$ cat config.mk
export PLATFORM = sky130hd
export DESIGN_NAME = gpio_in_capture
export DESIGN_NICKNAME = d
export VERILOG_FILES = /design/src/rtl/gpio_in_capture.sv
export SDC_FILE = /design/constraint.sdc
export NUM_CORES = 1
export LEC_CHECK = 0
export ABC_AREA = 1
export CAP_MARGIN = 20
export CORE_MARGIN = 1.5
export CORE_UTILIZATION = 55
export CTS_BUF_LIST = sky130_fd_sc_hd__clkbuf_16
export CTS_CLUSTER_DIAMETER = 60
export DETAILED_ROUTE_END_ITERATION = 12
export PLACE_DENSITY = 0.95
export SYNTH_ARGS = -nofsm -noshare
export SYNTH_HDL_FRONTEND = slang
export SYNTH_SLANG_ARGS = --single-unit
$ cat constraint.sdc
create_clock -name clk -period 2.75 [get_ports clk]
set_clock_uncertainty 0.15 [all_clocks]
set_input_delay 0.55 -clock clk [delete_from_list [all_inputs] [get_ports clk]]
set_output_delay 0.55 -clock clk [all_outputs]
set_load 0.05 [all_outputs]
$ cat src/rtl/gpio_in_capture.sv
// GPIO input capture: per-pin synchronizer, debounce, sticky edge status (W1C), mask and level IRQ.
// Build option GPIO_FALL_EDGE_EN adds the EDGESEL register (addr 3) for per-pin falling-edge capture.
module gpio_in_capture #(
  parameter int unsigned WIDTH           = 8,
  parameter int unsigned SYNC_STAGES     = 2,
  parameter int unsigned DEBOUNCE_CYCLES = 16
) (
  input  logic              clk,
  input  logic              rst,
  input  logic [WIDTH-1:0]  gpio_port_in,
  input  logic [1:0]        gpio_addr,
  input  logic              gpio_wren,
  input  logic [31:0]       gpio_wrdata,
  output logic [31:0]       gpio_rddata,
  output logic              gpio_irq
);

  localparam int unsigned     CNT_W       = $clog2(DEBOUNCE_CYCLES + 1);
  localparam logic [CNT_W-1:0] CNT_LAST   = CNT_W'(DEBOUNCE_CYCLES - 1);
  localparam logic [1:0]      ADDR_LEVEL   = 2'd0;
  localparam logic [1:0]      ADDR_STATUS  = 2'd1;
  localparam logic [1:0]      ADDR_MASK    = 2'd2;
  localparam logic [1:0]      ADDR_EDGESEL = 2'd3;

  logic [WIDTH-1:0] sync_q   [SYNC_STAGES];
  logic [WIDTH-1:0] sync_d   [SYNC_STAGES];
  logic [CNT_W-1:0] cnt_q    [WIDTH];
  logic [CNT_W-1:0] cnt_d    [WIDTH];
  logic [WIDTH-1:0] stable_q, stable_d;
  logic [WIDTH-1:0] status_q, status_d;
  logic [WIDTH-1:0] mask_q,   mask_d;
  logic [WIDTH-1:0] synced_c;
  logic [WIDTH-1:0] toggled_c;
  logic [WIDTH-1:0] event_c;
  logic [WIDTH-1:0] wr_bits_c;
  logic [WIDTH-1:0] edgesel_c;
  logic [31:0]      rddata_d;
  logic             irq_d;
  logic             unused_wrdata;

`ifdef GPIO_FALL_EDGE_EN
  logic [WIDTH-1:0] edgesel_q, edgesel_d;
`endif

  // Only the low WIDTH bits of write data carry meaning.
  assign unused_wrdata = ^gpio_wrdata;
  assign wr_bits_c     = gpio_wrdata[WIDTH-1:0];
  assign synced_c      = sync_q[SYNC_STAGES-1];

`ifdef GPIO_FALL_EDGE_EN
  assign edgesel_c = edgesel_q;
`else
  assign edgesel_c = '0;
`endif

  // Next-state logic for synchronizer, debounce, status, mask and read/irq outputs.
  always_comb begin
    sync_d[0] = gpio_port_in;
    for (int unsigned k = 1; k < SYNC_STAGES; k++) begin
      sync_d[k] = sync_q[k-1];
    end

    stable_d = stable_q;
    for (int unsigned i = 0; i < WIDTH; i++) begin
      cnt_d[i] = '0;
      if (synced_c[i] != stable_q[i]) begin
        if (cnt_q[i] == CNT_LAST) begin
          stable_d[i] = synced_c[i];
        end else begin
          cnt_d[i] = cnt_q[i] + CNT_W'(1);
        end
      end
    end

    // An edge counts when the new level matches the selected polarity (0 = rising, 1 = falling).
    toggled_c = stable_d ^ stable_q;
    event_c   = toggled_c & (stable_d ^ edgesel_c);

    status_d = status_q;
    if (gpio_wren && (gpio_addr == ADDR_STATUS)) begin
      status_d = status_q & ~wr_bits_c;
    end
    status_d = status_d | event_c;

    mask_d = mask_q;
    if (gpio_wren && (gpio_addr == ADDR_MASK)) begin
      mask_d = wr_bits_c;
    end

`ifdef GPIO_FALL_EDGE_EN
    edgesel_d = edgesel_q;
    if (gpio_wren && (gpio_addr == ADDR_EDGESEL)) begin
      edgesel_d = wr_bits_c;
    end
`endif

    rddata_d = '0;
    case (gpio_addr)
      ADDR_LEVEL:   rddata_d = 32'(stable_q);
      ADDR_STATUS:  rddata_d = 32'(status_q);
      ADDR_MASK:    rddata_d = 32'(mask_q);
      ADDR_EDGESEL: rddata_d = 32'(edgesel_c);
      default:      rddata_d = '0;
    endcase

    irq_d = |(status_q & mask_q);
  end

  // State registers with synchronous active-low reset.
  always_ff @(posedge clk) begin
    if (!rst) begin
      for (int unsigned k = 0; k < SYNC_STAGES; k++) begin
        sync_q[k] <= '0;
      end
      for (int unsigned i = 0; i < WIDTH; i++) begin
        cnt_q[i] <= '0;
      end
      stable_q    <= '0;
      status_q    <= '0;
      mask_q      <= '0;
`ifdef GPIO_FALL_EDGE_EN
      edgesel_q   <= '0;
`endif
      gpio_rddata <= '0;
      gpio_irq    <= 1'b0;
    end else begin
      for (int unsigned k = 0; k < SYNC_STAGES; k++) begin
        sync_q[k] <= sync_d[k];
      end
      for (int unsigned i = 0; i < WIDTH; i++) begin
        cnt_q[i] <= cnt_d[i];
      end
      stable_q    <= stable_d;
      status_q    <= status_d;
      mask_q      <= mask_d;
`ifdef GPIO_FALL_EDGE_EN
      edgesel_q   <= edgesel_d;
`endif
      gpio_rddata <= rddata_d;
      gpio_irq    <= irq_d;
    end
  end

endmodule

==> results.py <==
metrics = {
    "run_status": {
        "status": "completed",
    },
    "die": {
        "start_util_pct": 56.2,
        "die_w_um": 85.8,
        "die_h_um": 85.8,
        "fp-row-count": 30,
        "fp.coreArea_um2": 6720,
        "io_pins": 78,
        "die_area_um2": 7370,
    },
    "global_routing": {
        "grt_pass1_vias": 2916,
        "antenna_found_initial": 0,
        "grt_pass1_wl_mm": 11.9,
        "overflow": 0,
        "grt_max_degree": 26,
        "grtUsageTotal_pct": 20.7,
    },
    "clocking": {
        "cts.sinks": 89,
        "cts_resized": 0,
        "htree_levels": 3,
        "clock_latency_ns": 0.33,
        "clockBufferDepth": 2,
        "cts_tree": "yes",
        "path_clk_slew_ns": 0.06,
        "cts_setup_buffers": 0,
        "cts_root_buffer": "clkbuf_16",
        "cts_made_buffers": 9,
        "cts_hold_buf": 0,
    },
    "setup_path": {
        "cpMaxStageDelayCell": "clkdlybuf4s50_1",
        "end_kind": "output port",
        "crit_path_max_incr_delay_ns": 0.79,
        "path_cells": "clkdlybuf4s50_1",
        "critical_path_buf_inv_count": 1,
        "crit_family": "buffers and inverters",
        "crit_cells": 1,
        "path_class": "register to output port",
        "start_kind": "register",
        "rr_worst_depth": 7,
        "cp_max_fo": 1,
        "crit_arrival_ns": 1.43,
        "cp_data_required_time_ns": 2.05,
    },
    "cells_and_area": {
        "instances_no_fill": 585,
        "fin_area_um2": 4320,
        "layout.nets": 562,
        "drive_above_1_share_pct": 7.52,
        "fillers": 515,
        "area_growth_pct": 14.5,
        "antenna_cells": 0,
    },
    "yosys": {
        "synth_top_cell_area_share_pct": 47.2,
        "syn_avg_cell_area_um2": 8.00,
        "synthTopCellsByArea": "dfxtp_1 (47%), nand2_1 (7.3%), inv_1 (6.5%), nand3_1 (6.2%), buf_4 (5.6%)",
        "synth.distinct_cells": 22,
        "ys.warnings.count": 0,
        "synthesis.instances": 472,
        "synth-seq-area-share_pct": 47.2,
        "syn-cell-area_um2": 3770,
        "yosys.area.top_type": "dfxtp_1",
        "synth.ff_latch_count": 89,
    },
    "power": {
        "p_sw_uw": 624,
        "leakage_nw": 1.83,
        "peakVddDrop_uv": 505,
        "pwr-share-clk_pct": 45.2,
        "powerDensity_nw_per_um2": 640,
        "p_sw_share_pct": 22.6,
        "power.share.sequential_pct": 47.8,
        "p_int_mw": 2.14,
        "combPwrFrac_pct": 7.0,
    },
    "timing": {
        "post-route-period-util_pct": 77.6,
        "whs_ns": 0.259,
        "finalHoldViolations": 0,
        "fin_crit_ns": 2.13,
        "drv_slew": 0,
        "fin_setup_tns_ns": 0,
        "fmax_mhz": 469,
        "rsz0062_at_grt": "false",
        "setup_violations": 0,
        "layout_setup_ws_ns": 0.616,
    },
    "drt": {
        "ant_nets": 0,
        "drcViolationCount": 0,
        "wl_mm": 7.14,
        "drt_first_pass_iters": 5,
        "num_vias": 3024,
        "wl_per_cell_um": 12.2,
        "vias_per_cell": 5.17,
        "dr.first_iter.drc_count": 189,
    },
    "placement": {
        "dp_slack_ns": 0.612,
        "place_inst": 570,
        "port_buffers": 29,
        "place_area_um2": 4010,
        "dp_hpwl_mm": 4.89,
        "place_congestion": 0.847,
    },
    "job": {
        "maxCapViolations": 0,
    },
    "worst_hold_path": {
        "hp-class": "register to register",
        "whs_path_depth": 2,
    },
}
## placed cells by master (no fill, tap or decap), drive strengths merged, types with 3 or more instances in the layout
cell           instances
nor3                   3
a21oi                 31
a211oi                 4
nand4                 25
xnor2                  5
clkbuf                 9
clkdlybuf4s50         29
buf                    5
nand3                 47
ha                    16
o21ai                  8
nor2                  56
conb                  24
nand2                 78
inv                   68
dfxtp                 89
## synth_stat cells
| cell | number |
|---|---|
| nor2_4 | 1 |
| inv_2 | 2 |
| a21oi_2 | 10 |
| o21ai_0 | 8 |
| dfxtp_1 | 89 |
| a211oi_1 | 4 |
| nor2_1 | 55 |
| nand4_1 | 25 |
| ha_1 | 16 |
| buf_6 | 2 |
| nand3_1 | 47 |
| nor3_1 | 3 |
| buf_2 | 9 |
| nand2_2 | 5 |
| xor2_1 | 2 |
| xnor2_1 | 5 |
| buf_4 | 28 |
| nand2_1 | 73 |
| inv_1 | 65 |
| conb_1 | 1 |
| a21oi_1 | 21 |
| inv_4 | 1 |
## tightest hold or removal path: stages, from the launching register on
cell     delay (ns)
dfxtp_1        0.30
nand2_1        0.04
inv_1          0.04
## kinds of logic (layout without fill, tap and decap cells)
logic type               count (synthesis)  count (layout)  share of synthesized area (%)
XOR/XNOR                                 7               7                           1.62
other                                    1              24                         0.0993
AND/OR/NAND/NOR                        209             209                           24.6
buffers and inverters                  107             117                           14.2
flip-flops                              89              89                           47.2
AO/OA/AOI/OAI                           43              43                           6.96
adder cells (fa/ha/maj)                 16              16                           5.30
## area by class of cell
cell class,count,area (um^2),share of cell area (%)
flip-flops and latches,89,1780,41.2
repair buffers,34,328,7.59
inverters,68,258,5.97
clock inverters,6,83.8,1.94
clock buffers,9,225,5.21
multi-input cells,299,1540,35.7
well taps,80,100,2.32
## layer usage
metal	share of wire, %	up-vias	global-route usage, %
met5	0	-	0
met2	52	116	38.6
li1	-	1522	-
met3	5.1	18	5.10
met1	40	1368	21.4
met4	2.5	0	10.4
## stage by stage
stage	total power, mW	utilization, %
floorplan	1.52	-
global placement	1.53	59.7
detailed placement	1.54	59.7
CTS	2.79	64.3
global route	2.85	64.3
finish	2.77	64.3
## worst paths after layout
kind | from | slack (ns) | end
max | gpio_rddata[0] | 0.62 | gpio_rddata[0]
min | sync_q[0][3] | 0.26 | sync_q[0][11]
max reg2reg | cnt_q[0][0] | 1.18 | cnt_q[0][2]
min reg2reg | sync_q[0][3] | 0.26 | sync_q[0][11]
## state kept, by name (all words and copies together) (netlist names)
| register | count |
|---|---|
| cnt_q | 40 |
| sync_q | 16 |
| gpio_rddata | 8 |
| mask_q | 8 |
| stable_q | 8 |
| status_q | 8 |
| gpio_irq | 1 |
## power by group through the flow
stage | Sequential, mW | Clock (mW) | Combinational (mW)
2_1_floorplan | 1.35 | 0 | 0.171
3_3_place_gp | 1.35 | 0 | 0.186
3_5_place_dp | 1.35 | 0 | 0.190
4_1_cts | 1.32 | 1.28 | 0.192
5_1_grt | 1.32 | 1.32 | 0.209
6_report | 1.32 | 1.25 | 0.193
Power figures use the tool's default switching activity.
